`src/rtl/reorder_buffer.sv`:
```
// In-order retirement buffer: records renamed uops by sqN, marks them executed on
// writeback, retires up to WIDTH_COM oldest executed uops per cycle, flushes on mispredict.
module reorder_buffer #(
    parameter int LENGTH     = 32,
    parameter int WIDTH_UOPS = 2,
    parameter int WIDTH_WR   = 3,
    parameter int WIDTH_COM  = 2
) (
    input  logic                    clk,
    input  logic                    rst,
    input  logic [WIDTH_UOPS-1:0]   IN_uopValid,
    input  logic [WIDTH_UOPS*6-1:0] IN_uopSqN,
    input  logic [WIDTH_UOPS*5-1:0] IN_uopNmDst,
    input  logic [WIDTH_UOPS*6-1:0] IN_uopTagDst,
    input  logic [WIDTH_WR-1:0]     IN_wbValid,
    input  logic [WIDTH_WR*6-1:0]   IN_wbSqN,
    input  logic                    IN_branchTaken,
    input  logic [5:0]              IN_branchSqN,
    output logic [WIDTH_COM-1:0]    OUT_comValid,
    output logic [WIDTH_COM*5-1:0]  OUT_comRegNm,
    output logic [WIDTH_COM*6-1:0]  OUT_comRegTag,
    output logic [WIDTH_COM*6-1:0]  OUT_comSqN,
    output logic [5:0]              OUT_curSqN,
    output logic [5:0]              OUT_maxSqN
);
    localparam int IDXW = $clog2(LENGTH);

    logic [LENGTH-1:0] r_valid;
    logic [LENGTH-1:0] r_exec;
    logic [4:0]        r_nm  [LENGTH];
    logic [5:0]        r_tag [LENGTH];
    logic [5:0]        r_sqn [LENGTH];
    logic [5:0]        r_baseSqN;

    logic [WIDTH_COM-1:0] w_comMask;
    logic [IDXW-1:0]      w_comIdx [WIDTH_COM];
    logic [5:0]           w_comCnt;
    logic                 w_chain;
    logic [5:0]           w_baseNext;
    logic [LENGTH-1:0]    w_flush;
    logic [IDXW-1:0]      w_insIdx [WIDTH_UOPS];
    logic [IDXW-1:0]      w_wbIdx  [WIDTH_WR];
    logic [WIDTH_WR-1:0]  w_wbHit;

    // True when a is strictly younger than b in the 6-bit wrapping sqN space.
    function automatic logic younger(input logic [5:0] a, input logic [5:0] b);
        logic [5:0] d;
        d = a - b;
        return !d[5] && (d != 6'd0);
    endfunction

    // Commit decision uses only start-of-cycle state.
    always_comb begin
        w_comMask = '0;
        w_comCnt  = '0;
        w_chain   = 1'b1;
        for (int unsigned k = 0; k < WIDTH_COM; k++) begin
            w_comIdx[k]  = IDXW'(r_baseSqN + 6'(k));
            w_chain      = w_chain & r_valid[w_comIdx[k]] & r_exec[w_comIdx[k]];
            w_comMask[k] = w_chain;
            if (w_chain)
                w_comCnt = w_comCnt + 6'd1;
        end
        w_baseNext = r_baseSqN + w_comCnt;
    end

    always_comb begin
        w_flush = '0;
        for (int unsigned i = 0; i < LENGTH; i++)
            w_flush[i] = IN_branchTaken && r_valid[i] && younger(r_sqn[i], IN_branchSqN);
    end

    always_comb begin
        for (int unsigned s = 0; s < WIDTH_UOPS; s++)
            w_insIdx[s] = IN_uopSqN[s*6 +: IDXW];
        w_wbHit = '0;
        for (int unsigned p = 0; p < WIDTH_WR; p++) begin
            w_wbIdx[p] = IN_wbSqN[p*6 +: IDXW];
            w_wbHit[p] = IN_wbValid[p] && r_valid[w_wbIdx[p]] && !w_flush[w_wbIdx[p]]
                         && (r_sqn[w_wbIdx[p]] == IN_wbSqN[p*6 +: 6]);
        end
    end

    always_ff @(posedge clk) begin
        if (rst) begin
            r_valid       <= '0;
            r_exec        <= '0;
            r_baseSqN     <= '0;
            OUT_comValid  <= '0;
            OUT_comRegNm  <= '0;
            OUT_comRegTag <= '0;
            OUT_comSqN    <= '0;
            OUT_curSqN    <= '0;
            OUT_maxSqN    <= 6'(LENGTH - 1);
        end else begin
            for (int unsigned p = 0; p < WIDTH_WR; p++)
                if (w_wbHit[p])
                    r_exec[w_wbIdx[p]] <= 1'b1;

            for (int unsigned k = 0; k < WIDTH_COM; k++)
                if (w_comMask[k])
                    r_valid[w_comIdx[k]] <= 1'b0;

            for (int unsigned i = 0; i < LENGTH; i++)
                if (w_flush[i])
                    r_valid[i] <= 1'b0;

            // Inserts come last so a fresh entry always starts unexecuted.
            if (!IN_branchTaken) begin
                for (int unsigned s = 0; s < WIDTH_UOPS; s++) begin
                    if (IN_uopValid[s]) begin
                        r_valid[w_insIdx[s]] <= 1'b1;
                        r_exec[w_insIdx[s]]  <= 1'b0;
                        r_nm[w_insIdx[s]]    <= IN_uopNmDst[s*5 +: 5];
                        r_tag[w_insIdx[s]]   <= IN_uopTagDst[s*6 +: 6];
                        r_sqn[w_insIdx[s]]   <= IN_uopSqN[s*6 +: 6];
                    end
                end
            end

            r_baseSqN    <= w_baseNext;
            OUT_comValid <= w_comMask;
            for (int unsigned k = 0; k < WIDTH_COM; k++) begin
                if (w_comMask[k]) begin
                    OUT_comRegNm[k*5 +: 5]  <= r_nm[w_comIdx[k]];
                    OUT_comRegTag[k*6 +: 6] <= r_tag[w_comIdx[k]];
                    OUT_comSqN[k*6 +: 6]    <= r_sqn[w_comIdx[k]];
                end
            end
            OUT_curSqN <= w_baseNext;
            OUT_maxSqN <= w_baseNext + 6'(LENGTH - 1);
        end
    end
endmodule

```
`config.mk`:
```
export PLATFORM = sky130hd
export DESIGN_NAME = reorder_buffer
export DESIGN_NICKNAME = d
export VERILOG_FILES = /design/src/rtl/reorder_buffer.sv
export SDC_FILE = /design/constraint.sdc
export NUM_CORES = 2
export LEC_CHECK = 0
export BUFFER_PORTS_ARGS = -buffer_cell sky130_fd_sc_hd__buf_2
export CORE_MARGIN = 2
export CORE_UTILIZATION = 50
export DETAILED_ROUTE_END_ITERATION = 8
export PLACE_DENSITY_LB_ADDON = 0.3
export SETUP_SLACK_MARGIN = 0.4
export SLEW_MARGIN = 20
export SYNTH_ARGS = -nofsm -noshare
export SYNTH_HDL_FRONTEND = slang
export SYNTH_SLANG_ARGS = --single-unit
```
`constraint.sdc`:
```
create_clock -name clk -period 7.4 [get_ports clk]
set_input_delay 0.37 -clock clk [delete_from_list [all_inputs] [get_ports clk]]
set_output_delay 0.37 -clock clk [all_outputs]
set_load 0.01 [all_outputs]
```
==> results.md <==
* Status: finished clean
* Postcts setup bufs at 0
* Final period utilization at 0.800
* Crit path top cell by count: ha_1
* Die Wd at 324 um
* Num rows at 117
* DP Worst Slack at 1.53 ns
* Crit Reg-Reg Endpoint: OUT_maxSqN[4]
* Final critical-path required period at 5.92 ns
* Pre-Repair DR Iteration Count at 7
* Setup TNS at 0 ns
* Fin. Hold Viols at 0
* Syn avg cell area at 11.9 sq um
* Cells after Synth at 4292
* Synth Warn # at 0
* Power per cell area at 161 nW/um^2
* Netlist Area Pre-Place at 51100 sq um
* Root Buffer: clkbuf_16
* Total Routing Usage GR at 0.450
* Worst-path clk slew at 0.06 ns
* Fin. max-slew vios at 0
* Layout area overhead at 8.72%
* Die area at 105000 sq um
* Worst path max stage delay at 1.04 ns
* Hold Path Origin: rst
* Psw at 0.00241 W
* EDFF count, synth at 544
* Detail Route Antenna Nets at 0
* Placer Congestion at 1.04
* CTS buffer count at 74
* R2R setup slack at 1.48 ns
* # fillers at 8689
* Max Freq at 169 MHz
* Distinct cells, synth at 102
* Worst Path Arrival at 6.45 ns
* Critical path cell sequence: inv_1 > ha_4 > o21ai_0 > o211ai_1 > o21ai_0 > mux4_2 > and2_2 > ha_1 > ha_1 > inv_1 > fa_1 > ha_1 > mux2i_1 > nor3b_1 > a31oi_1 > xor2_1 > nand2_1
* Utilization after layout at 0.547
* Multi-input gate area at 30800 sq um
* Critical Path RT at 7.93 ns
* Die height at 324 um
* Register area at 18600 sq um
* Seq/Total Area, Yosys at 0.363
* Initial antenna violation count at 9
* Critical path's slowest cell: dfxtp_4
* Max clock buf depth at 3
* FF+latch count, synth at 656
* R2R depth at 17
* IO Port Bufs at 113
* Sw Share at 0.269
* RSZ-0062 raised after global routing: false
* Share of layout cells above drive strength 1 at 0.308
* CTS hold repair buffers at 0
* Remaining Overflow, GRT at 0
* Number of global-route vias before repair at 41220
* Wire per inst at 41.8 um
* Clk pwr share at 0.417
* Initial core utilization at 0.503
* Peak supply drop at 226 uV
* First-pass GRT wire length at 325000 um
* CTS H-tree lvls at 3
* Via count at 43570
* Io pins at 114
* R2r startpoint: r_baseSqN[0]
* CTS tree: yes
* Net count after synthesis at 4559
* Worst Setup SP: r_baseSqN[0]
* Post-CTS sizing at 0
* Sequential power share at 0.455
* Logic gate share of total power at 0.128
* Via density at 7.66
* Ys async rst share at 0
* Crit path kind: reg -> reg
* Worst setup EP type: flop
* Max Cap Violations at 0
* Detailed Place HPWL at 165000 um
* Worst Setup Slack, final at 1.48 ns
* Skew-Pair Late Insertion Delay at 0.67 ns
* # clock sinks at 656
* Core area at 102000 sq um
* WHS Path Cells at 3
* Hold Crit Endpoint: r_baseSqN[2]
* Largest net degree at the start of global routing at 73
* DRT Wirelength at 238000 um
* Synth Flop Type: edfxtp_1
* Relative slew slack at 0.136
* Post-route DRC at 0
* Clock Skews at 0.0344 ns
* Hold crit path type: in -> reg
* Final net count at 4520
* Slew @ Worst Pin at 1.30 ns
* DRC marker count from the first detailed-route iteration at 7125
* Worst setup SP type: flop
* Final setup fails at 0
* Worst-path maximum fanout at 69
* Leak at 18.6 nW
* Int Pwr at 0.00653 W
==> critical path, delay by kind of cell (launching register included) <==
kind | cells | cell delay, ns
muxes | 2 | 0.85
xor gates and xnor gates | 1 | 0.16
adders and majority gates | 5 | 2.22
and+or+nand+nor | 3 | 0.40
AOI/OAI and AO/OA | 4 | 0.76
DFF | 1 | 1.04
buffers and inverters | 2 | 0.31
==> area by class of cell <==
cell class / instances / area share
Multi-Input combinational cell: 3156 / 0.554
Sequential cell: 656 / 0.334
Clock buffer: 93 / 0.0360
Tap cell: 1368 / 0.0308
Timing Repair Buffer: 260 / 0.0304
Clock inverter: 44 / 0.00756
Inverter: 105 / 0.00713
Antenna cell: 6 / 0.000270
==> state kept, by name, summed over array words and instances, names as in the netlist <==
name,flops
OUT_comRegNm,10
OUT_comValid,2
r_tag,192
r_valid,32
r_nm,160
r_sqn,192
OUT_comSqN,12
OUT_comRegTag,12
OUT_maxSqN,6
r_exec,32
r_baseSqN,6
==> how the worst max path moves through the flow <==
| stage | end | slack (ns) |
|---|---|---|
| 3_5_place_dp | OUT_maxSqN[4] | 1.53 |
| 2_1_floorplan | OUT_maxSqN[4] | 0.91 |
| 4_1_cts | OUT_maxSqN[4] | 1.51 |
| 6_report | OUT_maxSqN[4] | 1.48 |
| 5_1_grt | OUT_maxSqN[4] | 1.09 |
| 3_3_place_gp | OUT_maxSqN[4] | 1.52 |
==> cells in the mapped netlist, drive strengths merged, types with 10 or more instances <==
cell,number,area [sq um]
and2,87,544
a22o,56,490
mux4,402,9050
nor2b,59,369
a221oi,74,648
clkbuf,264,993
a22oi,69,523
nor3b,28,215
o211ai,29,218
or3,15,93.8
a221o,15,150
nor4,19,209
inv,105,394
nor3,54,270
o221ai,14,123
o22ai,40,250
a211oi,18,140
nand2,220,828
a21o,48,360
a31oi,43,269
a311oi,38,333
o32ai,10,87.6
dfxtp,112,2240
nor2,206,776
buf,111,682
nand4,20,125
a21oi,143,716
and3b,15,131
xnor2,80,701
a2111oi,13,139
ha,168,2100
xor2,62,543
and3,42,263
nand3,107,548
o21ai,114,571
or2,56,350
nand3b,21,158
o2111ai,16,146
mux2i,127,1270
nand2b,61,382
fa,33,661
edfxtp,544,16300
mux2,401,4520
==> stage by stage <==
step	cell area, sq um	hold WS, ns	std cells	power [W]
2_1_floorplan	51100	0.464	4292	0.00487
3_3_place_gp	53100	0.501	5543	0.00523
3_5_place_dp	53200	0.504	5544	0.00524
4_1_cts	55600	0.350	5681	0.00889
5_1_grt	55600	0.384	5682	0.00912
6_report	55600	0.386	5688	0.00894
==> power by group through the flow <==
stage	Combinational, W	Sequential (W)	Clock, W
2_1_floorplan	0.000756	0.00411	0
5_1_grt	0.00120	0.00406	0.00386
4_1_cts	0.00110	0.00406	0.00373
6_report	0.00114	0.00407	0.00373
3_5_place_dp	0.00110	0.00414	0
3_3_place_gp	0.00109	0.00414	0
==> logic make-up (layout without fill, tap and decap cells) <==
group | Yosys count | in the layout | share of synthesized area
AOI/OAI and AO/OA | 833 | 833 | 0.117
xor gates and xnor gates | 142 | 142 | 0.0243
adders and majority gates | 201 | 201 | 0.0540
buffers and inverters | 480 | 502 | 0.0405
DFF | 656 | 656 | 0.363
muxes | 930 | 930 | 0.290
other | 0 | 6 | 0
and+or+nand+nor | 1050 | 1050 | 0.110
==> cells in the final DEF, fill, tap and decap left out, types with 36 or more instances in the layout <==
cell type,count
mux2_2,393
xnor2_1,78
clkbuf_16,75
nor3_1,53
nor2_2,45
edfxtp_1,544
xor2_1,60
dfxtp_1,110
ha_1,167
a221oi_1,74
a31oi_1,43
and3_1,42
a311oi_1,36
a21oi_1,143
mux2i_1,127
buf_2,111
nor2b_1,59
nand2b_1,61
buf_4,147
nor2_1,153
inv_1,100
or2_2,54
and2_1,81
o21ai_0,104
a22oi_1,68
nand2_1,217
a21o_1,48
o22ai_1,40
mux4_2,402
a22o_1,56
nand3_1,106
==> routing by layer <==
| layer | vias up | global-route usage | part of all wire |
|---|---|---|---|
| met4 | 6 | 0.318 | 0.088 |
| met2 | 3969 | 0.643 | 0.42 |
| met3 | 892 | 0.159 | 0.15 |
| met5 | - | 0.00231 | 0.00016 |
| met1 | 21723 | 0.568 | 0.35 |
| li1 | 16980 | - | - |
Note: power is estimated with default switching activity, not from simulation.
